<file path="config.mk">
export PLATFORM = sky130hd
export DESIGN_NAME = vec_strided_lsu
export DESIGN_NICKNAME = d
export VERILOG_FILES = /design/src/rtl/vec_strided_lsu.sv
export SDC_FILE = /design/constraint.sdc
export NUM_CORES = 1
export LEC_CHECK = 0
export BUFFER_PORTS_ARGS = -buffer_cell sky130_fd_sc_hd__buf_2
export CAP_MARGIN = 40
export CORE_ASPECT_RATIO = 0.6
export CORE_MARGIN = 3
export CORE_UTILIZATION = 48
export DETAILED_ROUTE_END_ITERATION = 16
export PLACE_DENSITY = 0.87
export SLEW_MARGIN = 25
export SYNTH_ARGS = -nofsm -noshare
export SYNTH_HDL_FRONTEND = slang
export SYNTH_SLANG_ARGS = --single-unit
export TNS_END_PERCENT = 10
</file>
<file path="constraint.sdc">
create_clock -name clk -period 3.8 [get_ports clk]
set_input_delay 0.38 -clock clk [delete_from_list [all_inputs] [get_ports clk]]
set_output_delay 0.38 -clock clk [all_outputs]
set_load 0.02 [all_outputs]
</file>
<file path="src/rtl/vec_strided_lsu.sv">
// Strided vector load/store engine (vlse.v / vsse.v): one word-aligned bus access per element,
// loaded elements written to the VRF, stored elements read from it.
module vec_strided_lsu #(
  parameter int unsigned MAX_VL = 32,
  parameter int unsigned ADDR_W = 32
) (
  input  logic                    clk,
  input  logic                    reset,
  input  logic                    cmd_valid,
  output logic                    cmd_ready,
  input  logic                    cmd_store,
  input  logic [ADDR_W-1:0]       cmd_base,
  input  logic [ADDR_W-1:0]       cmd_stride,
  input  logic [$clog2(MAX_VL):0] cmd_vl,
  input  logic [1:0]              cmd_sew,
  input  logic [4:0]              cmd_vd,
  output logic                    done,
  output logic                    err,
  output logic                    mem_valid,
  input  logic                    mem_ready,
  output logic [ADDR_W-1:0]       mem_addr,
  output logic [31:0]             mem_wdata,
  output logic [3:0]              mem_wstrb,
  input  logic [31:0]             mem_rdata,
  output logic                    vrf_we,
  output logic [4:0]              vrf_reg,
  output logic [$clog2(MAX_VL):0] vrf_idx,
  output logic [1:0]              vrf_sew,
  output logic [31:0]             vrf_wdata,
  input  logic [31:0]             vrf_rdata
);

  localparam int unsigned IdxW = $clog2(MAX_VL) + 1;

  typedef enum logic [2:0] {StIdle, StCheck, StAccess, StResp, StFin} state_e;

  state_e            state_q, state_d;
  logic              store_q, store_d;
  logic [ADDR_W-1:0] addr_q, addr_d;
  logic [ADDR_W-1:0] stride_q, stride_d;
  logic [IdxW-1:0]   vl_q, vl_d;
  logic [IdxW-1:0]   idx_q, idx_d;
  logic [1:0]        sew_q, sew_d;
  logic [4:0]        vd_q, vd_d;
  logic [31:0]       elem_q, elem_d;
  logic              err_q, err_d;

  logic [31:0] sew_mask;
  logic [3:0]  strb_base;
  logic [4:0]  lane_sh;
  logic        misaligned;

  always_comb begin
    case (sew_q)
      2'd0:    begin sew_mask = 32'h0000_00ff; strb_base = 4'b0001; end
      2'd1:    begin sew_mask = 32'h0000_ffff; strb_base = 4'b0011; end
      2'd2:    begin sew_mask = 32'hffff_ffff; strb_base = 4'b1111; end
      default: begin sew_mask = 32'h0000_0000; strb_base = 4'b0000; end
    endcase
  end

  assign lane_sh    = {addr_q[1:0], 3'b000};
  assign misaligned = (sew_q == 2'd1 && addr_q[0]) || (sew_q == 2'd2 && addr_q[1:0] != 2'b00);

  always_comb begin
    state_d  = state_q;
    store_d  = store_q;
    addr_d   = addr_q;
    stride_d = stride_q;
    vl_d     = vl_q;
    idx_d    = idx_q;
    sew_d    = sew_q;
    vd_d     = vd_q;
    elem_d   = elem_q;
    err_d    = err_q;
    unique case (state_q)
      StIdle: begin
        if (cmd_valid) begin
          store_d  = cmd_store;
          addr_d   = cmd_base;
          stride_d = cmd_stride;
          vl_d     = cmd_vl;
          sew_d    = cmd_sew;
          vd_d     = cmd_vd;
          idx_d    = '0;
          err_d    = 1'b0;
          state_d  = StCheck;
        end
      end
      StCheck: begin
        // Alignment is re-checked per element; earlier elements stay committed.
        if (vl_q == '0) begin
          err_d   = 1'b0;
          state_d = StFin;
        end else if (sew_q == 2'd3 || misaligned) begin
          err_d   = 1'b1;
          state_d = StFin;
        end else begin
          state_d = StAccess;
        end
      end
      StAccess: begin
        if (mem_ready) begin
          if (!store_q) elem_d = (mem_rdata >> lane_sh) & sew_mask;
          state_d = StResp;
        end
      end
      StResp: begin
        if (idx_q + IdxW'(1) == vl_q) begin
          state_d = StFin;
        end else begin
          idx_d   = idx_q + IdxW'(1);
          addr_d  = addr_q + stride_q;
          state_d = StCheck;
        end
      end
      StFin: begin
        state_d = StIdle;
      end
      default: begin
        state_d = StIdle;
      end
    endcase
  end

  always_ff @(posedge clk) begin
    if (reset) begin
      state_q  <= StIdle;
      store_q  <= 1'b0;
      addr_q   <= '0;
      stride_q <= '0;
      vl_q     <= '0;
      idx_q    <= '0;
      sew_q    <= 2'd0;
      vd_q     <= 5'd0;
      elem_q   <= 32'd0;
      err_q    <= 1'b0;
    end else begin
      state_q  <= state_d;
      store_q  <= store_d;
      addr_q   <= addr_d;
      stride_q <= stride_d;
      vl_q     <= vl_d;
      idx_q    <= idx_d;
      sew_q    <= sew_d;
      vd_q     <= vd_d;
      elem_q   <= elem_d;
      err_q    <= err_d;
    end
  end

  // Outputs decode straight from state, so a reset drops mem_valid on the very next cycle.
  assign cmd_ready = (state_q == StIdle);
  assign mem_valid = (state_q == StAccess);
  assign mem_addr  = {addr_q[ADDR_W-1:2], 2'b00};
  assign mem_wdata = store_q ? ((vrf_rdata & sew_mask) << lane_sh) : 32'd0;
  assign mem_wstrb = (mem_valid && store_q) ? (strb_base << addr_q[1:0]) : 4'b0000;
  assign vrf_we    = (state_q == StResp) && !store_q;
  assign vrf_reg   = vd_q;
  assign vrf_idx   = idx_q;
  assign vrf_sew   = sew_q;
  assign vrf_wdata = elem_q;
  assign done      = (state_q == StFin);
  assign err       = (state_q == StFin) && err_q;

endmodule

</file>
Word-level counts from Yosys, hierarchy flattened
Cells that the tools add are included.
{"block": "op_classes", "n_bitwise": 3, "muxes": 20, "add_sub_neg": 2, "n_eq_ne": 12, "reduce_logical": 19, "shifts": 3}
{"op": "two-way mux 32 bit", "n": 3}
{"op": "one-hot mux 32 bit (3 select lines)", "n": 1}
{"op": "AND 32 bit", "n": 2}
{"op": "one-hot mux 32 bit (2 select lines)", "n": 1}
{"op": "adder 32 bit", "n": 1}
{"op": "<< shifter 32 x 5 -> 32 bit", "n": 1}
{"op": "right shift 32 x 5 -> 32 bit", "n": 1}
{"op": "two-way mux 3 bit", "n": 5}
{"op": "two-way mux 6 bit", "n": 2}
{"op": "one-hot mux 3 bit (4 select lines)", "n": 1}
{"op": "one-hot mux 4 bit (3 select lines)", "n": 1}
{"op": "one-hot mux 6 bit (2 select lines)", "n": 1}
{"op": "AND reduction 3 bit", "n": 3}
{"op": "adder 6 x 1 -> 6 bit, second input constant", "n": 1}
{"op": "equality test 3 x 2 -> 1 bit, second input constant", "n": 2}
{"op": "equality test 6 bit", "n": 1}
{"op": "zero test 6 bit", "n": 1}
{"op": "nonzero test 2 bit", "n": 3}
{"op": "logical AND 1 bit", "n": 5}
{"op": "equality test 2 bit, second input constant", "n": 2}
{"op": "two-way mux 4 bit", "n": 1}
{"op": "inequality test 2 bit, second input constant", "n": 2}
{"op": "AND reduction 2 bit", "n": 2}
{"op": "<< shifter 4 x 2 -> 4 bit", "n": 1}
{"op": "other kinds (12)", "n": 15}
{"block": "totals", "ff_bits": 120, "output_inout_bits": 118, "inputBits": 146, "elab_cells": 69}

Depth between registers and ports, before layout
Gate-level depths: netlist of the first run.
{"block": "logic_depth", "word_depth": 7, "depth_mapped": 11}

Worst setup path after synthesis of the first run
Ideal clock, no wire load.
{"block": "synth_path", "kind": "flip-flop to flip-flop", "startpoint": "reg idx_q[0] (netlist: vrf_idx[0])", "endpoint": "reg addr_q[10]", "synth_period_minus_slack_ns": 2.401, "stages_incl_launch_ff": 11, "setup_slack_ns": 1.399, "arrival_time_ns": 2.269, "cell_sequence": "dfxtp_1 -> ha_1 -> xor2_1 -> a31oi_1 -> nand4_1 -> nor4_4 -> nand2b_2 -> nand2_2 -> buf_2 -> o211ai_1 -> a21oi_1"}
{"block": "synth_between", "elab_chain_len": 4}
{"item": "start: declaration", "line": "42", "text": "logic [IdxW-1:0] idx_q, idx_d;"}
{"item": "start signal: assignment", "line": "144", "text": "idx_q <= idx_d;"}
{"item": "adder 6 x 1 -> 6 bit", "line": "109", "text": "if (idx_q + IdxW'(1) == vl_q) begin"}
{"item": "equality test 6 bit", "line": "109"}
{"item": "inequality test 2 bit (no line)"}
{"item": "AND reduction 3 bit (no line)"}
{"item": "end signal: assignment", "line": "141", "text": "addr_q <= addr_d;"}
{"item": "end: declaration", "line": "39", "text": "logic [ADDR_W-1:0] addr_q, addr_d;"}
Every way passes these cells.
A chain may end at the register's enable or synchronous reset.

Worst setup path in the final report of the first run
{"block": "layout_path", "startpoint": "reg addr_q[0]", "endpoint": "out mem_wdata[30]"}
{"block": "layout_between", "elab_chain_len": 2}
{"item": "<< shifter 32 x 5 -> 32 bit", "line": "156", "text": "assign mem_wdata = store_q ? ((vrf_rdata & sew_mask) << lane_sh) : 32'd0;"}
{"item": "two-way mux 32 bit", "line": "156"}
{"item": "end: declaration", "line": "22", "text": "output logic [31:0] mem_wdata,"}
Every way passes these cells.

==> flow_summary.yaml, run 1 <==
final_layout:
  drive_gt1_frac: 0.266
  area_delta_synth_final_pct: 22.9
  nFillCells: 1414
  final_cells: 1436
  layout.nets: 1402
clock_tree:
  postCtsResizedCells: 0
  htreeDepth: 4
  cts_hold_buf: 0
  clockBufferDepth: 2
  cts_buffers: 17
  cts_root_buffer: "clkbuf_16"
  cts_tree: "done"
  path_clk_slew_ns: 0.06
  postCtsSetupRepairBufs: 0
  clock_sinks: 120
  insertion_delay_ns: 0.41
detailed_routing:
  route.met3.wl_um: 2690
  wl_um: 25800
  ant_nets: 0
  met1_length_um: 11700
  wl_met2_um: 10900
  viasPerCell: 5.79
  vias: 8310
  top_layer: "met4"
  detail_route.iter0.violations: 896
  routedWlPerCell_um: 17.9
  drtPass1Iterations: 5
  drc: 0
logic_synthesis:
  ys_ff_latch: 120
  seq_area_frac_synth: 0.309
  synth_async_sr_flop_share: 0
  yosys.cell_types.count: 66
  syn_area_um2: 7780
  synth_area_leaders: "dfxtp_1 (31%), nand2_1 (9.0%), a21oi_1 (7.7%), ha_1 (5.8%), nor2_1 (4.0%)"
  postSynthCellCount: 1025
  yosysWarnings: 0
  ys.flop_type: "dfxtp_1"
  synth_top_area_cell: "dfxtp_1"
  synth_edf_count: 0
  synth_top_area_frac: 0.309
  avgSynthCellArea_um2: 7.59
pwr:
  p_leak_nw: 4.39
  swShare: 0.331
  clkPwrFrac: 0.400
  seqPwrFrac: 0.342
  power.switching_w: 0.00139
  p_int_w: 0.00281
  combPwrFrac: 0.258
  peakVddDrop_mv: 0.280
  powerDensity_nw_per_um2: 440
die:
  core-area_um2: 15600
  die_y_um: 105
  start_util: 0.499
  io_pins: 264
  die_area_um2: 17800
  fp-row-count: 35
  fp.dieW_um: 170
sta:
  worst_pin_slew_ns: 0.835
  hold_viol_final: 0
  max_freq_mhz: 302
  slew_headroom: 0.442
  setup_viol: 0
  period_needed_ns: 3.31
  maxSlewViolCount: 0
  tns_ns: 0
  rsz0062_at_grt: "no"
  clock_skew_ns: 0.0170
  timing.final.crit_share: 0.872
worst_setup_path:
  critPathRequiredTime_ns: 3.42
  arrival_ns: 2.93
  worstSetupPathType: "register to output pin"
  start_kind: "register"
  critPathMaxFanout: 57
  endpoint_kind: "output pin"
global_route:
  grt_max_degree: 58
  grt_pass1_vias: 7575
  grt_first_pass_wirelength_um: 39800
  antenna_found_initial: 1
  grt_usage: 0.275
  grt-ovfl-total: 0
placed_design:
  io_buffers: 261
  dp_cells: 1403
  dp_hpwl_um: 19100
  gp_congestion: 0.981
min_path:
  min_path_type: "input port to register"
job:
  maxCapViolCount: 0
status:
  outcome: "finished clean"
[final cells by class]
| type | instances | area [um^2] | area share |
|---|---|---|---|
| Inverter | 15 | 56.3 | 0.00589 |
| Clock buffer | 19 | 443 | 0.0463 |
| Antenna cell | 1 | 2.50 | 0.000262 |
| Timing Repair Buffer | 274 | 1420 | 0.149 |
| Multi-Input combinational cell | 791 | 4800 | 0.503 |
| Tap cell | 203 | 254 | 0.0266 |
| Clock inverter | 13 | 170 | 0.0178 |
| Sequential cell | 120 | 2400 | 0.252 |
[final timing paths]
kind         cells after the start  slack [ns]                        end               startpoint
max                              7        0.49              mem_wdata[30]   addr_q[0]$_SDFFE_PP0P_
min                              3        0.20  stride_q[22]$_SDFFE_PP0P_           cmd_stride[22]
max reg2reg                     10        0.70    addr_q[24]$_SDFFE_PP0P_  vrf_idx[0]$_SDFFE_PP0P_
min reg2reg                      2        0.45    vrf_reg[3]$_SDFFE_PP0P_  vrf_reg[3]$_SDFFE_PP0P_
[through the flow]
step	power [W]	cell area [um^2]	utilization	setup slack (ns)	hold slack (ns)
floorplan	0.00225	7780	-	1.40	0.440
global placement	0.00249	8900	0.571	0.963	0.439
detailed placement	0.00252	8940	0.574	0.741	0.446
CTS	0.00421	9550	0.613	0.550	0.191
global route	0.00439	9560	0.613	0.282	0.194
finish	0.00421	9560	0.613	0.487	0.200
[synth_stat cells, types with 5 or more instances]
cell	count
nand2_1	186
dfxtp_1	120
a21oi_1	119
nor2_1	83
clkbuf_1	54
ha_1	36
o21ai_0	35
buf_4	34
mux2i_1	31
nor3_1	29
nor2b_1	22
xnor2_1	20
a32oi_1	19
and2_1	19
xor2_1	19
nand3_1	15
a21o_1	14
inv_1	13
a22oi_1	12
a31oi_1	12
a211o_1	9
a211oi_1	9
nand2b_1	9
nand4_1	6
o22ai_1	6
a221oi_1	5
a311oi_2	5
a32o_1	5
and3_1	5
buf_1	5
buf_2	5
o211ai_1	5
o21bai_1	5
[placed cells by master (no fill, tap or decap), types with 9 or more instances in the layout]
cell	count
buf_2	262
nand2_1	186
a21oi_1	119
dfxtp_1	118
nor2_1	83
ha_1	36
o21ai_0	35
mux2i_1	31
nor3_1	28
nor2b_1	22
xnor2_1	20
and2_1	19
a32oi_1	19
xor2_1	19
clkbuf_16	17
nand3_1	15
a21o_1	14
inv_1	13
a31oi_1	12
a22oi_1	12
buf_4	11
nand2b_1	9
a211oi_1	9
a211o_1	9
[critical path, stage by stage, from the launching register on]
cell and delay, ns:
dfxtp_2 0.33, buf_4 0.51, clkinv_1 0.46, nor2_1 0.53
a32o_1 0.23, a21oi_1 0.07, nor2b_1 0.18, buf_2 0.19
[per-layer routing]
metal | GRT usage | vias up
li1 | - | 3963
met1 | 0.395 | 3828
met2 | 0.412 | 478
met3 | 0.0726 | 41
met4 | 0.0671 | 0
met5 | 0 | -
[cell families after synthesis]
kind of cell,Yosys count,share of synthesized area
compound gates,282,0.237
xor+xnor,39,0.0439
fa+ha+maj,37,0.0605
buf+inv,115,0.0746
flops,120,0.309
mux,32,0.0413
other cells,1,0.000482
simple gates,399,0.234
[power by group through the flow]
stage,sequential (W),clock [W],combinational (W)
final,0.00144,0.00168,0.00108
after floorplan,0.00144,0,0.000806
after detailed placement,0.00146,0,0.00106
after global placement,0.00146,0,0.00104
after global routing,0.00145,0.00176,0.00119
after CTS,0.00144,0.00171,0.00107
No activity file was read; power rests on OpenSTA's default activity.
==> inputs of run 2 (changes only) <==
--- a/config.mk
+++ b/config.mk
@@ -10,8 +10,10 @@
 export CORE_ASPECT_RATIO = 0.6
 export CORE_MARGIN = 3
 export CORE_UTILIZATION = 48
+export CTS_CLUSTER_SIZE = 10
 export DETAILED_ROUTE_END_ITERATION = 16
 export PLACE_DENSITY = 0.87
+export RECOVER_POWER = 100
 export SLEW_MARGIN = 25
 export SYNTH_ARGS = -nofsm -noshare
 export SYNTH_HDL_FRONTEND = slang
==> run 2 against run 1 <==
Net effect:
- clock-buffer cell count is the same
- global-route usage is the same
- the run now ends with capacitance limit, slew limit left
- cell area decreased by 1.7%
- sequential power is essentially flat
- highest routed layer unchanged
- critical path depth did not move
- critical path type unchanged
- largest power group unchanged
- via count is 0.31% lower
- critical endpoint is now mem_wdata[27]
- maximum frequency shrank 2.8%
==> flow_summary.yaml, run 2 (same netlist as run 1, synthesis figures left out) <==
pwr:
  powerDensity_nw_per_um2: 446
  peakVddDrop_mv: 0.282
  p_leak_nw: 3.94
detailed_routing:
  viasPerCell: 5.77
  drtPass1Iterations: 6
  ant_nets: 0
  detail_route.iter0.violations: 850
  vias: 8284
  drc: 0
  wl_um: 25700
  routedWlPerCell_um: 17.9
final_layout:
  drive_gt1_frac: 0.177
  final_cells: 1436
  final_common_cell: "nand2_1"
  final_core_util: 0.603
  area_delta_synth_final_pct: 20.8
  layout_common_cells: "nand2_1 (186), buf_2 (160), a21oi_1 (119), dfxtp_1 (119), clkbuf_1 (105)"
  layout.nets: 1402
placed_design:
  gp_congestion: 0.981
  dp_cells: 1403
  dp_hpwl_um: 19100
  io_buffers: 261
clock_tree:
  cts_tree: "done"
  clockBufferDepth: 2
  cts_root_buffer: "clkbuf_16"
  clock_sinks: 120
  postCtsSetupRepairBufs: 0
  insertion_delay_ns: 0.41
  path_clk_slew_ns: 0.06
  postCtsResizedCells: 0
  htreeDepth: 4
  cts_hold_buf: 0
  cts_buffers: 17
global_route:
  grt_pass1_vias: 7575
  grt_max_degree: 58
  grt_first_pass_wirelength_um: 39800
  grt_usage: 0.275
  grt-ovfl-total: 0
  antenna_found_initial: 1
sta:
  max_freq_mhz: 293
  maxSlewViolCount: 74
  hold_viol_final: 0
  clock_skew_ns: 0.0132
  rsz0062_at_grt: "no"
  setup_viol: 0
  tns_ns: 0
  timing.final.crit_share: 0.897
  period_needed_ns: 3.41
  worst_pin_slew_ns: 1.79
  slew_headroom: -0.194
status:
  violations: "capacitance limit, slew limit"
  outcome: "finished, violations left"
worst_setup_path:
  worstSetupPathType: "register to output pin"
  arrival_ns: 3.03
  start_kind: "register"
  critPathRequiredTime_ns: 3.42
  crit_chain: "clkbuf_4, clkinv_1, nor2_1, a32o_1, a21oi_1, nor2b_1, clkbuf_1"
  endpoint_kind: "output pin"
  critPathMaxFanout: 57
  max_stage_delay_ns: 0.57
  cpMaxStageDelayCell: "clkbuf_4"
die:
  fp-row-count: 35
  core-area_um2: 15600
  fp.dieW_um: 170
  die_y_um: 105
  io_pins: 264
  start_util: 0.499
  die_area_um2: 17800
job:
  maxCapViolCount: 2
min_path:
  min_path_type: "input port to register"
-- run 2: layer usage --
layer | global-route usage | vias to the layer above | routed length [um]
met1 | 0.395 | 3862 | 11900
met2 | 0.412 | 410 | 10900
met4 | 0.0671 | 0 | 434
met5 | 0 | - | 0
met3 | 0.0726 | 41 | 2500
li1 | - | 3971 | -
-- run 2: layout make-up --
type	count	area, um^2
antenna	1	2.50
clock buffer	19	443
clock inverter	13	170
fill	1473	6200
inverter	15	56.3
multi-input combinational	791	4780
sequential	120	2400
tap	203	254
timing repair buffer	274	1280
-- run 2: critical path: cells and delay by family, from the launching register on --
kind                   cells  cell delay, ns
buffers and inverters      3            1.28
AND/OR/NAND/NOR            2            0.69
flip-flops                 1            0.33
AO/OA/AOI/OAI              2            0.29
-- run 2: worst paths after layout --
kind	from	to	slack, ns	cells after the start
min reg2reg	vrf_reg[3]$_SDFFE_PP0P_	vrf_reg[3]$_SDFFE_PP0P_	0.45	2
min	cmd_stride[16]	stride_q[16]$_SDFFE_PP0P_	0.20	3
max	addr_q[0]$_SDFFE_PP0P_	mem_wdata[27]	0.39	7
max reg2reg	vrf_idx[0]$_SDFFE_PP0P_	addr_q[8]$_SDFFE_PP0P_	0.44	9
-- run 2: power by group --
group	leakage, nW	switching [W]	internal (W)
Combinational	2.67	0.000680	0.000386
Clock	0.291	0.000628	0.00106
Sequential	0.981	0.0000885	0.00135
-- run 2: stage by stage --
stage	hold slack [ns]	instance area (um^2)	worst slack, ns	power [W]
3_5_place_dp	0.446	8940	0.741	0.00252
2_1_floorplan	0.440	7780	1.40	0.00225
4_1_cts	0.191	9550	0.550	0.00421
5_1_grt	0.194	9390	0.142	0.00437
6_report	0.201	9390	0.392	0.00419
3_3_place_gp	0.439	8900	0.963	0.00249
==> inputs of run 3 (changes only) <==
==> constraint.sdc (replaced) <==
create_clock -name clk -period 3.8 [get_ports clk]
set_input_delay 0.57 -clock clk [delete_from_list [all_inputs] [get_ports clk]]
set_output_delay 0.57 -clock clk [all_outputs]
set_load 0.02 [all_outputs]
==> run 3 against run 2 <==
Net effect:
- the run still ends with capacitance limit, slew limit left
- clock skew shrank 0.0036 ns
- routed wire length grew 0.57%
- register-to-register slack improved by 0.09 ns
- power shrank 1.4%
- non-clock buffer count unchanged
- largest power group unchanged
- highest routed layer unchanged
==> flow_summary.yaml, run 3 (same netlist as run 1, synthesis figures left out) <==
global_route:
  grt_first_pass_wirelength_um: 39600
  grt_pass1_vias: 7349
  antenna_found_initial: 2
  grt_usage: 0.275
  grt_max_degree: 80
  grt-ovfl-total: 0
clock_tree:
  clockBufferDepth: 2
  path_clk_slew_ns: 0.06
  cts_buffers: 17
  htreeDepth: 4
  cts_root_buffer: "clkbuf_16"
  clock_sinks: 120
  cts_hold_buf: 0
  insertion_delay_ns: 0.41
  postCtsResizedCells: 0
  cts_tree: "done"
  postCtsSetupRepairBufs: 0
final_layout:
  layout.nets: 1402
  layout_common_cells: "nand2_1 (186), buf_2 (156), a21oi_1 (119)"
  drive_gt1_frac: 0.175
  final_common_cell: "nand2_1"
  area_delta_synth_final_pct: 20.4
  final_core_util: 0.601
  nFillCells: 1512
  stdcell_area_um2: 9370
sta:
  maxSlewViolCount: 31
  clock_skew_ns: 0.00961
  worst_hold_slack_ns: 0.391
  period_needed_ns: 3.39
  max_freq_mhz: 295
  tns_ns: 0
  timing.final.crit_share: 0.892
  setup_viol: 0
  hold_viol_final: 0
  rsz0062_at_grt: "no"
  worst_pin_slew_ns: 1.57
  slew_headroom: -0.0456
worst_setup_path:
  worstSetupPathType: "register to output pin"
  arrival_ns: 2.82
  crit_start: "addr_q[1]$_SDFFE_PP0P_"
  timing.rr.end: "addr_q[15]$_SDFFE_PP0P_"
  crit_end: "mem_wdata[23]"
  endpoint_kind: "output pin"
  critPathRequiredTime_ns: 3.23
  rrSetupSlack_ns: 0.53
  critPathMaxFanout: 45
  start_kind: "register"
  r2r_start: "vrf_idx[0]$_SDFFE_PP0P_"
  reg2reg_depth: 9
status:
  violations: "capacitance limit, slew limit"
  outcome: "finished, violations left"
pwr:
  peakVddDrop_mv: 0.259
  combPwrFrac: 0.259
  power.switching_w: 0.00140
  seqPwrFrac: 0.349
  clkPwrFrac: 0.393
  powerDensity_nw_per_um2: 441
  finalPower_w: 0.00413
  p_leak_nw: 3.92
  p_int_w: 0.00273
  swShare: 0.340
die:
  die_y_um: 105
  die_area_um2: 17800
  io_pins: 264
  core-area_um2: 15600
  start_util: 0.499
  fp-row-count: 35
  fp.dieW_um: 170
job:
  maxCapViolCount: 1
detailed_routing:
  viasPerCell: 5.77
  routedWlPerCell_um: 18.0
  drc: 0
  detail_route.iter0.violations: 937
  wl_um: 25900
  ant_nets: 0
  vias: 8285
  drtPass1Iterations: 5
min_path:
  min_from: "cmd_stride[15]"
  min_path_type: "input port to register"
placed_design:
  gp_congestion: 0.962
  dp_hpwl_um: 19100
  io_buffers: 261
  place_area_um2: 8920
[run 3: layout make-up]
class,count,area [um^2],area share
Sequential cell,120,2400,0.257
Inverter,15,56.3,0.00601
Clock buffer,19,443,0.0473
Tap cell,203,254,0.0271
Multi-Input combinational cell,791,4790,0.511
Clock inverter,13,145,0.0155
Timing Repair Buffer,274,1270,0.135
Antenna cell,2,5.00,0.000534
[run 3: power groups by stage]
stage	clock (W)	combinational [W]	sequential, W
5_1_grt	0.00170	0.00117	0.00145
3_5_place_dp	0	0.00106	0.00146
4_1_cts	0.00164	0.00107	0.00144
2_1_floorplan	0	0.000806	0.00144
3_3_place_gp	0	0.00105	0.00146
6_report	0.00162	0.00107	0.00144
[run 3: how the worst min path moves through the flow]
stage | end | slack, ns | cells past startpoint
2_1_floorplan | stride_q[0]$_SDFFE_PP0P_ | 0.44 | 2
3_3_place_gp | vrf_wdata[31]$_SDFFE_PP0P_ | 0.44 | 2
3_5_place_dp | vrf_wdata[28]$_SDFFE_PP0P_ | 0.44 | 2
4_1_cts | stride_q[19]$_SDFFE_PP0P_ | 0.38 | 3
5_1_grt | stride_q[9]$_SDFFE_PP0P_ | 0.38 | 3
6_report | stride_q[15]$_SDFFE_PP0P_ | 0.39 | 3
[run 3: metal layers]
layer / global-route usage / routed length [um] / up-vias
met2: 0.400 / 10900 / 420
met5: 0 / 0 / -
met1: 0.408 / 12200 / 3872
li1: - / - / 3970
met3: 0.0749 / 2530 / 23
met4: 0.0538 / 274 / 0
[run 3: worst max-delay path, stage by stage, from the launching register on]
cell and delay [ns]:
dfxtp_2 0.39, clkbuf_2 0.77, nor3b_1 0.27, clkbuf_1 0.36, nand2_1 0.08, o21ai_0 0.10, and2_1 0.17, clkbuf_1 0.27
[run 3: per-stage QoR]
step	setup WS (ns)	instances
2_1_floorplan	1.34	1026
3_3_place_gp	0.912	1401
3_5_place_dp	0.712	1402
4_1_cts	0.699	1434
5_1_grt	0.238	1437
6_report	0.411	1437
